$ cat src/rtl/sipo_deserializer.sv
// Serial-in parallel-out deserializer: assembles WIDTH-bit words from a gapped bit stream
// framed by frame_start, with a one-deep output register and a sticky overrun flag.
module sipo_deserializer #(
  parameter int unsigned WIDTH     = 4,
  parameter bit          MSB_FIRST = 1'b1
) (
  input  logic                       clk,
  input  logic                       rst,
  input  logic                       serial_in,
  input  logic                       bit_valid,
  input  logic                       frame_start,
  input  logic                       out_ready,
  input  logic                       overrun_clr,
  output logic [WIDTH-1:0]           parallel_out,
  output logic                       out_valid,
  output logic                       busy,
  output logic [$clog2(WIDTH):0]     bit_cnt,
  output logic                       overrun
);

  localparam int unsigned CW = $clog2(WIDTH) + 1;
  localparam logic [CW-1:0] CntFull = CW'(WIDTH);

  localparam logic [0:0] IDLE  = 1'b0;
  localparam logic [0:0] SHIFT = 1'b1;

  logic [0:0]       state_q, state_d;
  logic [WIDTH-1:0] shift_q, shift_d;
  logic [CW-1:0]    cnt_q, cnt_d;
  logic [WIDTH-1:0] pout_q, pout_d;
  logic             ovalid_q, ovalid_d;
  logic             overrun_q, overrun_d;

  logic             continuing;
  logic             accept;
  logic             complete;
  logic             overrun_set;
  logic [WIDTH-1:0] base;
  logic [WIDTH-1:0] shifted;
  logic [CW-1:0]    cnt_inc;

  always_comb begin
    // A frame_start (in either state) restarts from an empty register with count 1.
    continuing = (state_q == SHIFT) && !frame_start;
    accept     = bit_valid && ((state_q == SHIFT) || frame_start);
    base       = continuing ? shift_q : '0;
    cnt_inc    = continuing ? (cnt_q + CW'(1)) : CW'(1);

    if (MSB_FIRST) begin
      shifted = {base[WIDTH-2:0], serial_in};
    end else begin
      shifted = {serial_in, base[WIDTH-1:1]};
    end

    complete    = accept && (cnt_inc == CntFull);
    overrun_set = 1'b0;

    state_d  = state_q;
    shift_d  = shift_q;
    cnt_d    = cnt_q;
    pout_d   = pout_q;
    ovalid_d = ovalid_q;

    if (accept) begin
      if (complete) begin
        state_d = IDLE;
        cnt_d   = '0;
        shift_d = '0;
      end else begin
        state_d = SHIFT;
        cnt_d   = cnt_inc;
        shift_d = shifted;
      end
    end

    if (complete) begin
      // A word finishing alongside a handshake replaces the consumed word directly.
      if (!ovalid_q || out_ready) begin
        pout_d   = shifted;
        ovalid_d = 1'b1;
      end else begin
        overrun_set = 1'b1;
      end
    end else if (ovalid_q && out_ready) begin
      ovalid_d = 1'b0;
    end

    if (overrun_set) begin
      overrun_d = 1'b1;
    end else if (overrun_clr) begin
      overrun_d = 1'b0;
    end else begin
      overrun_d = overrun_q;
    end
  end

  always_ff @(posedge clk or negedge rst) begin
    if (!rst) begin
      state_q   <= IDLE;
      shift_q   <= '0;
      cnt_q     <= '0;
      pout_q    <= '0;
      ovalid_q  <= 1'b0;
      overrun_q <= 1'b0;
    end else begin
      state_q   <= state_d;
      shift_q   <= shift_d;
      cnt_q     <= cnt_d;
      pout_q    <= pout_d;
      ovalid_q  <= ovalid_d;
      overrun_q <= overrun_d;
    end
  end

  assign parallel_out = pout_q;
  assign out_valid    = ovalid_q;
  assign busy         = (state_q == SHIFT);
  assign bit_cnt      = cnt_q;
  assign overrun      = overrun_q;

endmodule

$ cat config.mk
export PLATFORM = sky130hd
export DESIGN_NAME = sipo_deserializer
export DESIGN_NICKNAME = d
export VERILOG_FILES = /design/src/rtl/sipo_deserializer.sv
export SDC_FILE = /design/constraint.sdc
export NUM_CORES = 1
export LEC_CHECK = 0
export CAP_MARGIN = 20
export CORE_AREA = 3 3 50 52
export CTS_CLUSTER_SIZE = 20
export DETAILED_ROUTE_END_ITERATION = 10
export DIE_AREA = 0 0 53 55
export GPL_TIMING_DRIVEN = 0
export PLACE_DENSITY = 0.51
export RECOVER_POWER = 50
export SLEW_MARGIN = 5
export SYNTH_ARGS = -nofsm -noshare
export SYNTH_HDL_FRONTEND = slang
export SYNTH_SLANG_ARGS = --single-unit
$ cat constraint.sdc
create_clock -name clk -period 5 [get_ports clk]
set_input_delay 0.75 -clock clk [delete_from_list [all_inputs] [get_ports clk]]
set_output_delay 0.75 -clock clk [all_outputs]
set_load 0.02 [all_outputs]
### Yosys cells after proc, flatten, opt, wreduce, memory -nomap -nowiden

Index checks and enable logic that the tools add are counted.

* input bits: 7
* output and inout bits: 10
* flip-flop bits (word level): 13
* word-level logic and storage cells: 33

* multiplexer cells: 12
* $add $sub $neg: 1
* reduce and logical (&&, ||, !) cells: 12
* eq/ne operators: 2

Operator list (count)
* 3-bit two-way mux: 4
* 1-bit two-way mux: 8
* 1-bit logical AND: 4
* 2-bit AND reduction: 2
* 2-bit nonzero test: 2
* 3-bit by 1-bit adder with 3-bit output, second input constant: 1
* 3-bit equality test, second input constant: 1
* 1-bit logical NOT: 2
* 1-bit logical OR: 2
* 2-bit by 1-bit inequality test with 1-bit output, second input constant: 1

### Longest topological paths before layout

Gate-level depths: netlist (run 1).

* depth in word-level cells: 7
* mapped depth: 4
* depth with buffers taken out: 4

### Worst setup path after synthesis (run 1)

Ideal clock, no wire load.

* path kind: flip-flop to flip-flop
* start point: register cnt_q[0] (netlist: bit_cnt[0])
* end point: register pout_q[0] (netlist: parallel_out[0])
* clock period less this slack: 1.751 ns
* cell stages (with the launch flop): 5
* setup time: 0.125 ns
* path buffers: 0
* data required time: 4.875 ns
* slack: 3.249 ns
* arrival: 1.626 ns
* path through: dfrtp_1 ha_1 and3b_1 and4_4 mux2_2

* word-level cells in the longest chain between the ends: 5

RTL lines
* start, declared: line 29 `logic [CW-1:0] cnt_q, cnt_d;`
* start signal, assigned: line 108 `cnt_q <= cnt_d;`
* 3-bit by 1-bit adder with 3-bit output: line 47 `cnt_inc = continuing ? (cnt_q + CW'(1)) : CW'(1);`
* 3-bit two-way mux: line 47
* 3-bit equality test: line 55 `complete = accept && (cnt_inc == CntFull);`
* 1-bit logical AND: line 55
* 2-bit AND reduction (no line)
* end signal, assigned: line 109 `pout_q <= pout_d;`
* end, declared: line 30 `logic [WIDTH-1:0] pout_q, pout_d;`

Every way passes these cells.
A chain may end at the register's enable or synchronous reset.

### Final worst setup path (run 1)

* start point: register cnt_q[0] (netlist: bit_cnt[0])
* end point: output bit_cnt[0]

RTL lines
* end, declared: line 17 `output logic [$clog2(WIDTH):0] bit_cnt,`

No word-level cell between the ends.

==> impl_metrics.yaml, run 1 <==
status:
  status: "complete, no violations"
yosys:
  syn_area_um2: 618
  synth_flop_cell: "dfrtp_1"
  synth-seq-cells: 13
  synth-seq-area-share: 0.526
  netlist_instances: 57
  yosys.area.top_type: "dfrtp_1"
  yosysUniqueCellTypes: 28
  ys_warn_count: 0
  syn_nets: 65
  synth_area_leaders: "dfrtp_1 (53%), mux2_2 (7.3%), o21ai_0 (4.9%), nand3_1 (4.0%), ha_1 (2.0%)"
  avgSynthCellArea_um2: 10.8
  synth-edff-count: 0
  async_flop_share: 1.00
  yosysTopAreaCellShare: 0.526
worst_setup_path:
  arrival_ns: 1.33
  critPathTopFamily: "buffers and inverters"
  r2r_cells: 4
  rr_startpoint: "bit_cnt[0]"
  worstSetupPathType: "flop to output pin"
  crit_path_start_kind: "flop"
  crit_start: "bit_cnt[0]"
  crit_buf_inv: 1
  slowest_delay_ns: 0.63
  cp_data_required_time_ns: 4.25
  crit_slowest_cell: "clkdlybuf4s50_1"
  reg2reg_to: "parallel_out[0]"
  cp_cell_sequence: "clkdlybuf4s50_1"
  end_kind: "output pin"
  regToRegSetupSlack_ns: 3.23
  critPathMaxFanout: 6
route:
  via_count: 510
  drc: 0
  drt_iter0_drc: 8
  routedWlPerCell_um: 12.9
  vias_per_cell: 4.90
  drt_pass1_iterations: 4
  wl_mm: 1.34
  detail-route-antenna-nets: 0
layout:
  multi_input_area_um2: 267
  layout_common_cells: "dfrtp_1 (13), clkdlybuf4s50_1 (13), o21ai_0 (6), nand3_1 (5), mux2_2 (4)"
  syn2layout_area_growth_pct: 33.8
  n_antenna_cell: 0
  area.sequential_um2: 325
  final_nets: 85
  fill_cells: 217
  drive_gt1_frac: 0.132
sta:
  finalCritPeriodShare: 0.417
  slew_headroom: 0.602
  setup_viol: 0
  hold_viol: 0
  tns_ns: 0
  fmax_ghz: 0.480
  min_period_ns: 2.08
  rsz0062_at_grt: "no"
  skew_ns: 0.00678
  drv_slew: 0
  whs_ns: 0.512
  worstMarginPinSlew_ns: 0.595
  fin_ws_ns: 2.92
die:
  core_um2: 2150
  die_y_um: 55
  die_x_um: 53
  dieArea_um2: 2920
  num_rows: 17
  io_pins: 17
  initial_core_util: 0.288
min_path:
  min_path_type: "flop to flop"
  hold_path_end: "parallel_out[2]"
  hold_depth: 1
  min_from: "parallel_out[2]"
power_and_ir_drop:
  vdd_drop_max_mv: 0.162
  power_density_nw_per_um2: 530
  leakagePower_nw: 0.360
placement:
  gp_congestion: 0.676
  dpl.hpwl_um: 985
  dp_slack_ns: 2.76
  io_buffers: 15
clocking:
  cts_tree: "done"
  clockRootBuffer: "clkbuf_4"
  clk_pin_slew_ns: 0.09
  cts_setup_buffers: 0
  clockBufferDepth: 2
  h-tree-depth: 1
  cts_resized: 0
  clk_latency_ns: 0.28
  cts_hold_buf: 0
  cts_made_buffers: 3
  cts_sinks: 13
global_routing:
  grt_use_total: 0.109
  grt_max_degree: 14
  grt-ovfl-total: 0
  antenna_found_initial: 0
  grt_pass1_vias: 490
  grt_first_pass_wirelength_mm: 2.28
job:
  cap_violations: 0
[layer usage]
| metal | global-route usage | wire length [um] | vias up |
|---|---|---|---|
| li1 | - | - | 245 |
| met1 | 0.137 | 564 | 240 |
| met2 | 0.176 | 656 | 21 |
| met3 | 0.0188 | 91 | 4 |
| met4 | 0.0638 | 27 | 0 |
| met5 | 0 | 0 | - |
[per-stage QoR]
stage | cell area, um^2 | util | total power [mW] | std cells
floorplan | 618 | - | 0.291 | 57
global placement | 803 | 0.374 | 0.374 | 100
detailed placement | 803 | 0.374 | 0.379 | 100
CTS | 830 | 0.386 | 0.446 | 104
global route | 827 | 0.385 | 0.474 | 104
finish | 827 | 0.385 | 0.439 | 104
[logic make-up (layout without fill, tap and decap cells)]
group                    count (synthesis)  in the layout  synth area share
AO/OA/AOI/OAI                           14             14             0.150
multiplexers                             4              4            0.0729
XOR/XNOR                                 1              1            0.0142
adder cells (fa/ha/maj)                  1              1            0.0202
AND/OR/NAND/NOR                         18             18             0.176
flip-flops                              13             13             0.526
buffers and inverters                    6             25            0.0405
[report_power, final]
part	switching, mW	internal [mW]
registers	0.0276	0.141
clock network	0.0354	0.0309
logic	0.101	0.103
total	0.164	0.275
[worst max-delay path by stage]
stage,endpoint,slack (ns),depth (start not counted)
global placement,parallel_out[1],2.77,4
CTS,bit_cnt[0],2.90,1
detailed placement,parallel_out[1],2.76,4
finish,bit_cnt[0],2.92,1
floorplan,parallel_out[0],3.25,4
global route,bit_cnt[0],2.85,1
[area by class of cell]
cell class / instances / share of cell area
Timing Repair Buffer: 15 / 0.182
Buffer: 3 / 0.0151
Inverter: 3 / 0.0136
Clock buffer: 4 / 0.0318
Tap cell: 28 / 0.0424
Multi-Input combinational cell: 38 / 0.322
Sequential cell: 13 / 0.393
[cells in the mapped netlist, types with 2 or more instances]
library cell  number
nand3_1            5
mux2_2             4
buf_2              2
o21ai_0            6
nand2_1            3
dfrtp_1           13
inv_1              3
[flip-flops by register name, indices dropped and copies added (netlist names)]
signal	cells
bit_cnt	3
busy	1
out_valid	1
overrun	1
parallel_out	4
shift_q	3
(Power assumes the default switching activity.)
==> run 2, diff against run 1 <==
- PLACE_DENSITY: 0.51 -> 0.53
- clock period: 5 -> 1.8 ns (I/O delays scaled with it)
==> run 2 against run 1 <==
  * Non-clock buffer count is 1 higher
  * Design area is 1.4% higher
  * Sequential share of layout area is 0.38 points lower
  * Hold slack worse by 0.20 ns
  * Via count is 3.7% higher
  * Register-to-register slack worse by 3.2 ns
  * First-iteration DRC count is 13% higher
  * Total power grew to 2.8 times the previous value
  * Clock skew is 0.0011 ns higher
  * Clock power grew to 2.8 times the previous value
  * Worst setup slack worse by 2.8 ns
  * Critical path type is now flop to flop
  * Highest routed layer unchanged
==> impl_metrics.yaml, run 2 (synthesis gave the netlist of run 1 again) <==
sta:
  fin_ws_ns: 0.0706
  skew_ns: 0.00785
  hold_viol: 0
  setup_viol: 0
  worstMarginPinSlew_ns: 0.599
  fmax_ghz: 0.578
  rsz0062_at_grt: "no"
  finalCritPeriodShare: 0.961
  whs_ns: 0.314
  slew_headroom: 0.599
  tns_ns: 0
  drv_slew: 0
  min_period_ns: 1.73
worst_setup_path:
  worstSetupPathType: "flop to flop"
  cp_data_required_time_ns: 1.96
  crit_path_start_kind: "flop"
  end_kind: "flop"
  arrival_ns: 1.89
  critPathMaxFanout: 5
power_and_ir_drop:
  total_power_mw: 1.24
  vdd_drop_max_mv: 0.616
  power_frac_comb: 0.476
  intPower_mw: 0.777
  leakagePower_nw: 0.366
  pwr-share-seq: 0.377
  p_sw_frac: 0.373
  power_density_nw_per_um2: 1480
  pwr-share-clk: 0.148
  p_sw_mw: 0.461
layout:
  layout_commonest_cell: "clkdlybuf4s50_1"
  finalInstanceArea_um2: 838
  drive_gt1_frac: 0.182
  syn2layout_area_growth_pct: 35.6
  finish.utilization: 0.390
  fill_cells: 208
  n_antenna_cell: 0
  layout_common_cells: "clkdlybuf4s50_1 (14), dfrtp_1 (12), o21ai_0 (6), nand3_1 (5), mux2_2 (4)"
  largest_reg_flops: 4
  final_nets: 86
  fin_cells: 105
global_routing:
  grt_use_total: 0.100
  grt_pass1_vias: 459
  use_met1: 0.126
  met3_usage: 0.0509
  busiest_layer: "met2"
  antenna_found_initial: 0
  grt_max_degree: 14
  grt_first_pass_wirelength_mm: 2.08
  grt-ovfl-total: 0
  grtUsageMet2: 0.149
die:
  core_um2: 2150
  die_y_um: 55
  initial_core_util: 0.288
  die_x_um: 53
  io_pins: 17
  num_rows: 17
  dieArea_um2: 2920
route:
  drc: 0
  drt_iter0_drc: 9
  vias_per_cell: 5.04
  routedWlPerCell_um: 12.6
  via_count: 529
  wl_mm: 1.33
  drt_pass1_iterations: 4
  detail-route-antenna-nets: 0
placement:
  dpl.cell_count: 100
  dp_slack_ns: 0.0363
  io_buffers: 15
  dpl.hpwl_um: 917
  gp_congestion: 0.738
  dpl_cell_area_um2: 803
clocking:
  cts_made_buffers: 3
  clk_latency_ns: 0.28
  cts_sinks: 13
  clockBufferDepth: 2
  cts_tree: "done"
  h-tree-depth: 1
  clk_pin_slew_ns: 0.07
  clockRootBuffer: "clkbuf_4"
status:
  status: "complete, no violations"
job:
  cap_violations: 0
min_path:
  min_path_type: "input pin to flop"
[run 2: cell count changes in the layout (fill, tap and decap cells not counted), sizes merged]
cell | before | now
clkbuf | 6 | 5
buf | 1 | 3
clkdlybuf4s50 | 13 | 14
dlygate4sd3 | 2 | 1
[run 2: final cells by class]
| class | count | area, um^2 | share of cell area |
|---|---|---|---|
| plain buffers | 3 | 13.8 | 0.0164 |
| clock buffers | 4 | 26.3 | 0.0313 |
| inverters | 3 | 11.3 | 0.0134 |
| multi-input cells | 38 | 268 | 0.319 |
| flip-flops and latches | 13 | 327 | 0.390 |
| well taps | 28 | 35.0 | 0.0418 |
| repair buffers | 16 | 158 | 0.188 |
[run 2: routing by layer]
metal,up-vias,share of wire
met4,0,0.0075
met5,-,0
met1,262,0.49
met2,17,0.44
met3,2,0.067
li1,248,-
[run 2: path summary, 6_finish.rpt]
check | from | end | slack [ns] | cells after the start
worst max-delay path | bit_cnt[0] | parallel_out[0] | 0.07 | 4
worst min-delay path | frame_start | bit_cnt[1] | 0.31 | 2
worst max register to register | bit_cnt[0] | parallel_out[0] | 0.07 | 4
worst min register to register | parallel_out[0] | parallel_out[0] | 0.51 | 1
max in group asynchronous | rst | bit_cnt[0] | 0.94 | 1
min in group asynchronous | rst | parallel_out[3] | 0.43 | 1
[run 2: worst max-delay path: stages (launching register included)]
cell and delay (ns):
dfrtp_2 0.43, ha_1 0.30, and3b_2 0.28, and4_4 0.26
mux2_2 0.34
[run 2: timing repair]
action / in CTS / in global routing
hold buffers: 0 / 0
gates resized for setup: 0 / 2
setup buffers: 0 / 1
setup endpoints to repair: 0 / 4
[run 2: power groups by stage]
stage	Clock (mW)	Combinational, mW	Sequential [mW]
final	0.183	0.589	0.466
after global routing	0.204	0.641	0.479
after CTS	0.188	0.577	0.467
after detailed placement	0	0.575	0.473
after global placement	0	0.566	0.470
after floorplan	0	0.245	0.563
==> run 3, diff against run 2 <==
- TNS_END_PERCENT: default -> 50
==> results of run 3 <==
No change in the layout: final DEF, timing and power equal those of run 2.
